--- src/rtl/common_types_pkg.sv ---
// Shared types for the divider front end: operation encoding, controller states.
// No logic of its own; helper function is purely combinational.
// No flow control here; consumers handle backpressure.
package common_types_pkg;

   localparam int DATA_W = 32;
   localparam int TAG_W  = 5;

   // bit1 = remainder, bit0 = unsigned
   typedef enum logic [1:0] {
      DIV  = 2'b00,
      DIVU = 2'b01,
      REM  = 2'b10,
      REMU = 2'b11
   } div_op_t;

   typedef enum logic [1:0] {
      IDLE  = 2'b00,
      ISSUE = 2'b01,
      WAIT  = 2'b10,
      RESP  = 2'b11
   } div_ctrl_state_t;

   // The divider negates r whenever the operand signs differ; RISC-V wants the
   // dividend's sign, so a negative divisor means the divider's choice was wrong.
   function automatic logic [DATA_W-1:0] fix_rem(input logic [DATA_W-1:0] r,
                                                 input logic is_signed,
                                                 input logic b_msb,
                                                 input logic dz,
                                                 input logic ovf);
      return (is_signed && b_msb && !dz && !ovf) ? (~r + 32'd1) : r;
   endfunction

endpackage

--- src/rtl/div_rr_arbiter.sv ---
// Two-way round-robin arbiter: single requester wins; on contention the one not granted last wins.
// Purely combinational, zero latency.
// No backpressure of its own; the caller gates the grant with its own readiness.
module div_rr_arbiter (
   input  logic [1:0] req,
   input  logic       last,
   output logic [1:0] grant,
   output logic       grant_idx
);

   // pick the index, then expand it to a one-hot grant only when someone asks
   always_comb begin
      grant_idx = 1'b0;
      grant     = 2'b00;
      case (req)
         2'b01:   grant_idx = 1'b0;
         2'b10:   grant_idx = 1'b1;
         2'b11:   grant_idx = ~last;
         default: grant_idx = 1'b0;
      endcase
      if (req != 2'b00)
         grant = grant_idx ? 2'b10 : 2'b01;
   end

endmodule

--- src/rtl/div_ctrl.sv ---
// Two-requester front end for the shared 32-bit divider (DIV/DIVU/REM/REMU); optional DIV_CTRL_RESULT_CACHE_EN.
// Latency handshake->rsp_valid: 36 cycles normal, 3 on div-by-zero/overflow, 1 on result-cache hit.
// One transaction in flight: req_ready low outside IDLE; response held stable until rsp_ready.
// The divider's own reset (nrst = ~rst, synchronised) is wired at integration so both restart idle together.
module div_ctrl
   import common_types_pkg::*;
(
   input  logic                   clk,
   input  logic                   rst,
   input  logic [1:0]             req_valid,
   output logic [1:0]             req_ready,
   input  logic [1:0][1:0]        req_op,
   input  logic [1:0][DATA_W-1:0] req_a,
   input  logic [1:0][DATA_W-1:0] req_b,
   input  logic [1:0][TAG_W-1:0]  req_tag,
   output logic                   rsp_valid,
   input  logic                   rsp_ready,
   output logic                   rsp_id,
   output logic [TAG_W-1:0]       rsp_tag,
   output logic [DATA_W-1:0]      rsp_data,
   output logic                   rsp_dz,
   output logic                   rsp_ovf,
   output logic                   div_en,
   output logic                   div_is_signed,
   output logic [DATA_W-1:0]      div_a,
   output logic [DATA_W-1:0]      div_b,
   input  logic                   div_ready,
   input  logic [DATA_W-1:0]      div_q,
   input  logic [DATA_W-1:0]      div_r,
   input  logic                   div_by_zero,
   input  logic                   div_overflow
);

   div_ctrl_state_t state;
   div_op_t         op_q;
   logic            rr_last;
   logic [1:0]      grant;
   logic            grant_idx;
   logic            req_hs;
   logic            cache_hit;
   logic [DATA_W-1:0] cache_data;
   logic            cache_dz;
   logic            cache_ovf;
   logic [DATA_W-1:0] rem_fixed;

   div_rr_arbiter u_arb (
      .req       (req_valid),
      .last      (rr_last),
      .grant     (grant),
      .grant_idx (grant_idx)
   );

   // rst gate keeps req_ready at 0 while reset is held even though state reads IDLE
   assign req_ready = (state == IDLE && !rst) ? grant : 2'b00;
   assign req_hs    = |(req_valid & req_ready);
   assign rem_fixed = fix_rem(div_r, div_is_signed, div_b[DATA_W-1], div_by_zero, div_overflow);

`ifdef DIV_CTRL_RESULT_CACHE_EN
   logic              c_vld;
   logic [DATA_W-1:0] c_a;
   logic [DATA_W-1:0] c_b;
   logic              c_sgn;
   logic [DATA_W-1:0] c_q;
   logic [DATA_W-1:0] c_r;
   logic              c_dz;
   logic              c_ovf;

   assign cache_hit  = c_vld && (c_a == req_a[grant_idx]) && (c_b == req_b[grant_idx]) &&
                       (c_sgn == ~req_op[grant_idx][0]);
   assign cache_data = req_op[grant_idx][1] ? c_r : c_q;
   assign cache_dz   = c_dz;
   assign cache_ovf  = c_ovf;

   // refill the last-result entry on every divider completion; only reset invalidates it
   always_ff @(posedge clk or posedge rst) begin
      if (rst) begin
         c_vld <= 1'b0;
         c_a   <= '0;
         c_b   <= '0;
         c_sgn <= 1'b0;
         c_q   <= '0;
         c_r   <= '0;
         c_dz  <= 1'b0;
         c_ovf <= 1'b0;
      end else if (state == WAIT && div_ready) begin
         c_vld <= 1'b1;
         c_a   <= div_a;
         c_b   <= div_b;
         c_sgn <= div_is_signed;
         c_q   <= div_q;
         c_r   <= rem_fixed;
         c_dz  <= div_by_zero;
         c_ovf <= div_overflow;
      end
   end
`else
   assign cache_hit  = 1'b0;
   assign cache_data = '0;
   assign cache_dz   = 1'b0;
   assign cache_ovf  = 1'b0;
`endif

   // control FSM: capture on grant, pulse div_en once, wait for the divider, hold the response
   always_ff @(posedge clk or posedge rst) begin
      if (rst) begin
         state         <= IDLE;
         op_q          <= DIV;
         rr_last       <= 1'b1;
         div_en        <= 1'b0;
         div_is_signed <= 1'b0;
         div_a         <= '0;
         div_b         <= '0;
         rsp_valid     <= 1'b0;
         rsp_id        <= 1'b0;
         rsp_tag       <= '0;
         rsp_data      <= '0;
         rsp_dz        <= 1'b0;
         rsp_ovf       <= 1'b0;
      end else begin
         div_en <= 1'b0;
         case (state)
            IDLE: begin
               if (req_hs) begin
                  op_q          <= div_op_t'(req_op[grant_idx]);
                  div_is_signed <= ~req_op[grant_idx][0];
                  div_a         <= req_a[grant_idx];
                  div_b         <= req_b[grant_idx];
                  rsp_tag       <= req_tag[grant_idx];
                  rsp_id        <= grant_idx;
                  rr_last       <= grant_idx;
                  if (cache_hit) begin
                     rsp_data  <= cache_data;
                     rsp_dz    <= cache_dz;
                     rsp_ovf   <= cache_ovf;
                     rsp_valid <= 1'b1;
                     state     <= RESP;
                  end else begin
                     div_en <= 1'b1;
                     state  <= ISSUE;
                  end
               end
            end
            ISSUE: state <= WAIT;
            WAIT: begin
               // operands stay put here: the divider reads them combinationally until ready
               if (div_ready) begin
                  rsp_data  <= op_q[1] ? rem_fixed : div_q;
                  rsp_dz    <= div_by_zero;
                  rsp_ovf   <= div_overflow;
                  rsp_valid <= 1'b1;
                  state     <= RESP;
               end
            end
            RESP: begin
               if (rsp_ready) begin
                  rsp_valid <= 1'b0;
                  state     <= IDLE;
               end
            end
            default: state <= IDLE;
         endcase
      end
   end

endmodule

--- config.mk ---
export PLATFORM = sky130hd
export DESIGN_NAME = div_ctrl
export DESIGN_NICKNAME = d
export VERILOG_FILES = /design/src/rtl/common_types_pkg.sv /design/src/rtl/div_rr_arbiter.sv /design/src/rtl/div_ctrl.sv
export SDC_FILE = /design/constraint.sdc
export NUM_CORES = 1
export LEC_CHECK = 0
export ABC_CLOCK_PERIOD_IN_PS = 5700
export BUFFER_PORTS_ARGS = -buffer_cell sky130_fd_sc_hd__buf_2
export CAP_MARGIN = 20
export CORE_ASPECT_RATIO = 0.7
export CORE_MARGIN = 2
export CORE_UTILIZATION = 30
export CTS_CLUSTER_SIZE = 10
export DETAILED_ROUTE_END_ITERATION = 8
export SYNTH_ARGS = -nofsm -noshare
export SYNTH_HDL_FRONTEND = slang
export SYNTH_SLANG_ARGS = --single-unit
--- constraint.sdc ---
create_clock -name clk -period 5.7 [get_ports clk]
set_clock_uncertainty 0.1 [all_clocks]
set_input_delay 0.57 -clock clk [delete_from_list [all_inputs] [get_ports clk]]
set_output_delay 0.57 -clock clk [all_outputs]
set_load 0.05 [all_outputs]
==> metrics, run 1 <==
hold bufs inserted after CTS 0; max-cap violations 0; status finished, final reports clean; io pins 323; logic gate share of total power between 50 and 60%; crit start category flop; Synth Flop Type dfrtp_1; CP Data Arrival Time 2.82 ns; FFs w/ async S/R, synth 100%; Yosys warnings 0; CTS Buf Count 9; GR Util met2 26.6%; Max VDD drop 265 uV; Reg power frac roughly 30%; clock root buffer clkbuf_16; cell mode on critical path nand2_1; DRC viols 0; placed cell areas 7730 um2; RR Endpoint rsp_data[29]; FMAX roughly 380 MHz; worst slew pin tran around 0.95 ns; hpwl dp between 10000 and 15000 um; Pleak 0.00412 uW; Critical-path top delay cell nand2_1; GRT busiest layer met2; Synth Net Count 827; fin crit period 2.64 ns; WS Path Type flop to flop; Power Internal between 2000 and 2500 uW; #FFs+latches synth about 110; commonest cells in the netlist 110 x dfrtp_1, 108 x o21ai_0, 93 x nand2_1; postcts setup bufs 0; initial drt markers 426; CTS Sinks 111; GRT Util Overall between 10% and 20%; CP delay by family, top simple AND/OR/NAND/NOR gates; register area share after synthesis 47.3%; GRT Residual Overflow 0; vias per cell 4.78; Skew-Pair Late Insertion Delay 0.35 ns; Buf/Inv on CP 1; final worst path period share 46.3%; clock slew at reported path FFs 0.08 ns; largest net degree at the start of global routing around 110; CTS H-tree depth 3; Final nets 1125; Post-synth EDFFs 0; Initial Util a little under a third; Synth top area share 46.8%; n_diodes 0; gpl congestion 0.806; first-pass GRT wire length 28400 um; Crit Path Max Fanout 24; sw frac 54.0%; met1 Track Usage GR between 20 and 30%; Die Wd around 170 um; Setup violations, final 0; Die ar. roughly 21000 um2; Setup crit end kind flop; endpoints failing hold 0; Via Count 5622; core footprint about 19000 um2; Pre-Repair DR Iteration Count 5; RSZ-0062 raised after global routing false; share of cells above drive strength 1 approximately two fifths; post-CTS resize count 0; chip height 121 um; IO Port Bufs 322; Rows 42; met3 usage 4.79%; Mapped Area 5880 um2; Area growth syn-to-layout 36.7%; final instance area about 8000 um2; top-count cell post-synth dfrtp_1; DR WL/cell roughly 16 um; Cell Pwr Density about 560 nW/um2; CTS tree done; Worst Hold Class primary input to async pin; critical path cell sequence inv_1 -> ha_1 -> and2_1 -> nand2_1 -> nor3_1 -> mux2i_1 -> nand2_1; initial antenna violation count 0; vias in the first global route 5307; clk buf depth 2; reg-to-reg slack, setup 3.06 ns; R2R depth 7; Power, Total between 4000 and 5000 uW; Switching Power 2420 uW; slowest stage delay, CP 0.68 ns; reg-to-reg startpoint state[0]; WL final ~19000 um; Slew HR between 30% and 40%; synth top area cells dfrtp_1 47%, mux2i_1 13%, o21ai_0 9.2%; setup TNS 0 ns; synthesized instance count 608; Synth area leader dfrtp_1; Pins Over Slew Limit 0; post-route ant nets 0; Distinct cells, synth 50; Avg Inst Size Synth about 9.7 um2; Final Util 42.1%; clock power share 13.7%; CP required 5.88 ns
-- routing by layer --
layer  routed length (um)  share of wire, %
met1                 8730                47
met5                    0                 0
met2                 7960                43
met3                 1580               8.5
met4                  278               1.5
-- layout by cell type (no fill, tap or decap), types with 10 or more instances in the layout --
master,n
o21ai_0,108
xnor2_1,18
dfrtp_1,110
nor2_1,10
buf_2,322
mux2i_1,76
nor3b_1,21
nand2_1,92
a31oi_1,12
a21oi_1,26
-- layout make-up --
type                       instances  area, um2
clock buffer                      10        229
clock inverter                     6       56.3
fill                            1965      11000
inverter                          10       40.0
multi-input combinational        443       2910
sequential                       111       2780
tap                              264        330
timing repair buffer             331       1690
-- sequential cells by signal, indices dropped and copies added (netlist names) --
name,count
div_a,32
div_b,32
rsp_data,32
rsp_tag,5
state,2
div_en,1
div_is_signed,1
op_q,1
rr_last,1
rsp_dz,1
rsp_id,1
rsp_ovf,1
rsp_valid,1
-- how the worst max path moves through the flow --
stage | from | endpoint | slack (ns) | depth (start not counted)
floorplan | rst | div_a[0] | 2.10 | 1
global placement | div_overflow | rsp_data[12] | 2.94 | 6
detailed placement | req_valid[1] | div_b[30] | 2.87 | 4
CTS | state[0] | rsp_data[29] | 3.01 | 7
global route | state[0] | rsp_data[29] | 2.80 | 7
finish | state[0] | rsp_data[29] | 3.06 | 7
-- power by group through the flow --
stage	clock network (uW)	logic [uW]	registers, uW
2_1_floorplan	0	656	2560
3_3_place_gp	0	2510	1360
3_5_place_dp	0	2540	1360
4_1_cts	639	2530	1350
5_1_grt	671	2690	1400
6_report	613	2510	1350
-- per-stage QoR --
step                hold slack, ns  setup slack (ns)  instances
finish                       0.256              3.06       1175
global route                 0.321              2.80       1175
CTS                          0.282              3.01       1174
detailed placement           0.365              2.87       1158
global placement             0.356              2.94       1158
floorplan                    0.396              2.10        608
-- logic make-up after synthesis --
family,count (synthesis),synth area share [%]
DFF,111,47.3
and+or+nand+nor,165,14.8
adders and majority gates,5,1.06
buffers and inverters,54,3.68
xor gates and xnor gates,27,4.02
AOI/OAI and AO/OA,169,16.0
muxes,77,13.1
Note: power is estimated with default switching activity, not from simulation.
==> run 2, diff against run 1 <==
- ABC_CLOCK_PERIOD_IN_PS: 5700 -> 2750
- clock period: 5.7 -> 2.75 ns (I/O delays scaled with it)
==> metrics, run 2 (synthesis gave the netlist of run 1 again) <==
status finished, final reports clean; post-route ant nets 0; CP Data Arrival Time ~1.9 ns; crit start category flop; Rows 42; endpoints failing hold 0; fin crit period 2.24 ns; cell mode on critical path inv_1; Setup violations, final 0; hold path cells 3; initial antenna violation count 0; core footprint 19100 um2; Crit Path Max Fanout 4; Worst Hold Class primary input to flop; slowest stage delay, CP 0.39 ns; initial drt markers 372; Final nets ~1100; gpl congestion 0.850; GRT Util Overall roughly 18%; CTS tree done; max-cap violations 0; CTS H-tree depth 3; CP delay by family, top buffers and inverters; Max VDD drop 567 uV; clock slew at reported path FFs about 0.080 ns; Cell Pwr Density 1150 nW/um2; Initial Util 30.8%; Worst Setup SP state[0]; post-CTS resize count 0; chip height 121 um; DRC viols 0; FMAX 447 MHz; share of cells above drive strength 1 ~41%; WL final 18500 um; Pins Over Slew Limit 0; Regs by FF count div_a: 32 flops, div_b: 32 flops, rsp_data: 32 flops; Pre-Repair DR Iteration Count 4; CTS Sinks 111; WS Path Type flop to primary output; Setup crit end kind primary output; Via Count around 5600; postcts setup bufs 0; vias in the first global route 5234; CTS Buf Count 9; io pins 323; Pleak 0.00422 uW; commonest non-fill, non-tap cell in the layout buf_2; Skew-Pair Late Insertion Delay 0.35 ns; Slew HR 54.0%; Buf/Inv on CP 3; Area growth syn-to-layout 39.9%; largest net degree at the start of global routing 99; Critical-path top delay cell dfrtp_1; GRT Residual Overflow 0; worst slew pin tran 0.688 ns; hold bufs inserted after CTS 1; CP required 2.38 ns; hpwl dp 14400 um; first-pass GRT wire length 28200 um; Worst Hold Path EP rsp_ovf; most frequent cells in the layout 322 x buf_2, 110 x dfrtp_1, 108 x o21ai_0; placed cell areas 7910 um2; reg-to-reg startpoint state[0]; critical path cell sequence inv_1 -> ha_1 -> nor2b_1 -> nand3_1 -> inv_1 -> buf_2; setup TNS 0 ns; Die Wd 171 um; Die ar. 20700 um2; final worst path period share 81.4%; R2R depth 7; reg-to-reg slack, setup 0.59 ns; vias per cell between 4 and 5; filler instances 1935; n_diodes 0; clock root buffer clkbuf_16; clk buf depth 2; hold_sp div_overflow; RR Endpoint state[0]; RSZ-0062 raised after global routing false; final instance area approximately 8000 um2; IO Port Bufs around 320; DR WL/cell around 15 um
==> run 2: cell types whose count changed in the layout (fill, tap and decap cells not counted), sizes merged <==
cell	previous run	this run
buf	331	346
clkinv	4	2
clkinvlp	0	2
bufinv	0	1
inv	12	11
dlygate4sd3	0	1
==> run 2: metrics by stage <==
| step | utilization [%] | power (uW) | setup WS [ns] | cells | hold slack, ns |
|---|---|---|---|---|---|
| 2_1_floorplan | - | 6670 | 0.697 | 608 | 0.280 |
| 3_3_place_gp | 41.4 | 8130 | 0.553 | 1174 | 0.273 |
| 3_5_place_dp | 41.4 | 8180 | 0.524 | 1174 | 0.283 |
| 4_1_cts | 43.1 | 9570 | 0.499 | 1191 | 0.0377 |
| 5_1_grt | 43.1 | 10100 | 0.352 | 1191 | 0.0609 |
| 6_report | 43.1 | 9460 | 0.512 | 1191 | 0.0530 |
==> run 2: layout make-up <==
| type | count | area (um2) | area share (%) |
|---|---|---|---|
| tap | 264 | 330 | 4.02 |
| multi-input combinational | 443 | 2910 | 35.4 |
| sequential | 111 | 2780 | 33.8 |
| clock buffer | 10 | 229 | 2.78 |
| timing repair buffer | 347 | 1850 | 22.5 |
| inverter | 10 | 41.3 | 0.502 |
| clock inverter | 6 | 77.6 | 0.943 |
==> run 2: power by group <==
group | internal (uW) | switching (uW)
clock network | 724 | 636
registers | 2390 | 390
logic | 1310 | 4010
==> run 2: metal layers <==
metal / wire (um) / vias to the layer above / global-route usage, % / share of wire [%]
li1: - / 2770 / - / -
met1: 8950 / 2582 / 25.2 / 48
met2: 7910 / 207 / 26.7 / 43
met3: 1390 / 16 / 4.63 / 7.5
met4: 209 / 0 / 3.87 / 1.1
met5: 0 / - / 0 / 0
==> run 2: worst max path at each step <==
stage | end | slack [ns] | cells past startpoint
after global placement | rsp_data[30] | 0.55 | 8
after detailed placement | rsp_data[30] | 0.52 | 8
after CTS | req_ready[0] | 0.50 | 6
final | req_ready[0] | 0.51 | 6
after global routing | req_ready[1] | 0.35 | 5
after floorplan | rsp_data[14] | 0.70 | 5
==> run 2: worst reg2reg max path, stage by stage (launching register included) <==
cell	delay (ns)
dfrtp_1	0.39
inv_1	0.13
ha_1	0.18
nor2b_1	0.29
o21ai_4	0.27
a221oi_1	0.48
o21ai_0	0.15
o21ai_0	0.09
==> run 3, diff against run 2 <==
- ABC_CLOCK_PERIOD_IN_PS: 2750 -> 1800
- clock period: 2.75 -> 1.8 ns (I/O delays scaled with it)
==> metrics, run 3 (synthesis gave the netlist of run 1 again) <==
status finished, final reports clean; fin crit period 1.79 ns; GRT Residual Overflow 0; IO Port Bufs 322; clk buf depth 2; Max VDD drop 864 uV; CP required 1.52 ns; WS Path Type flop to primary output; commonest non-fill, non-tap cell in the layout buf_2; share of cells above drive strength 1 45.0%; DRC viols 0; Cell Pwr Density 1700 nW/um2; Regs by FF count div_a: 32 flops, div_b: 32 flops, rsp_data: 32 flops; CP Data Arrival Time between 1.5 and 2 ns; CTS Sinks roughly 110; Power, Total 15000 uW; endpoints failing hold 0; CTS tree done; Pins Over Slew Limit 0; Crit Path Max Fanout 2; n_diodes 0; clock slew at reported path FFs 0.08 ns; setup TNS 0 ns; Die Wd 171 um; worst slew pin tran 0.404 ns; max-cap violations 0; Area growth syn-to-layout 49.7%; CTS H-tree depth 3; RSZ-0062 raised after global routing true; io pins 323; initial drt markers 342; most frequent cells in the layout 320 x buf_2, 108 x dfrtp_1, 107 x o21ai_0; hpwl dp 15100 um; largest net degree at the start of global routing 60; DR WL/cell 15.2 um; Final nets between 1000 and 1500; CTS Buf Count 9; Worst Hold Class primary input to flop; Via Count 5763; gpl congestion about 0.84; GRT Util Overall 17.9%; first-pass GRT wire length between 20000 and 30000 um; Slew HR about 73%; chip height 121 um; hold slack between 0.01 and 0.015 ns; post-route ant nets 0; Pleak ~0.0045 uW; FMAX around 560 MHz; Pre-Repair DR Iteration Count 4; filler instances roughly 1900; final worst path period share 99.5%; Rows 42; clock root buffer clkbuf_16; reg-to-reg slack, setup 0.04 ns; vias per cell between 4 and 5; Die ar. about 21000 um2; vias in the first global route 5619; Setup violations, final 0; WL final 18900 um; Initial Util 30.8%; Setup crit end kind primary output; crit start category flop; core footprint between 15000 and 20000 um2; initial antenna violation count 1; Skew-Pair Late Insertion Delay 0.35 ns
-- run 3: through the flow --
step                utilization (%)  instances  cell area (um2)  setup WS [ns]
floorplan                         -        608             5890        -0.0521
global placement               43.6       1220             8320         -0.144
detailed placement             43.6       1220             8320         -0.185
CTS                            45.8       1244             8740        0.00248
global route                   46.1       1245             8800        -0.0515
finish                         46.1       1245             8800        0.00878
-- run 3: power by group --
part / internal [uW] / total (uW) / switching [uW]
clock: 1020 / 2030 / 1010
combinational: 2390 / 8640 / 6250
sequential: 3660 / 4280 / 625
-- run 3: layout make-up --
cell class	instances	area (um2)	area share (%)
clock inverters	6	61.3	0.697
inverters	10	41.3	0.469
flip-flops and latches	111	2780	31.6
clock buffers	10	239	2.72
repair buffers	401	2360	26.9
well taps	264	330	3.75
multi-input cells	443	2980	33.9
-- run 3: repair_timing --
action / 4_1_cts / 5_1_grt
hold endpoints to repair: 114 / 0
resized for setup: 15 / 13
hold buffers: 5 / 0
setup buffers: 3 / 1
endpoints found under the setup margin: 18 / 21
-- run 3: layer usage --
layer  global-route usage, %  vias up  wire length (um)
li1                        -     2878                 -
met1                    24.5     2650              8860
met2                    28.5      213              8340
met5                       0        -                13
met3                    4.79       20              1440
met4                    3.92        2               232
-- run 3: final timing paths --
check	start	to	cells past startpoint
setup / recovery	state[0]	req_ready[1]	6
hold / removal	req_a[8]	div_a[8]	3
setup reg to reg	state[0]	state[0]	8
hold reg to reg	div_b[21]	div_b[21]	2
max in group asynchronous	rst	div_is_signed	4
min in group asynchronous	rst	div_b[29]	4
-- run 3: worst max-delay path: stages, from the launching register on --
cell and delay, ns:
dfrtp_1 0.40, inv_2 0.09, ha_4 0.14, nor2b_4 0.14, buf_6 0.11, and2_4 0.15, buf_8 0.14
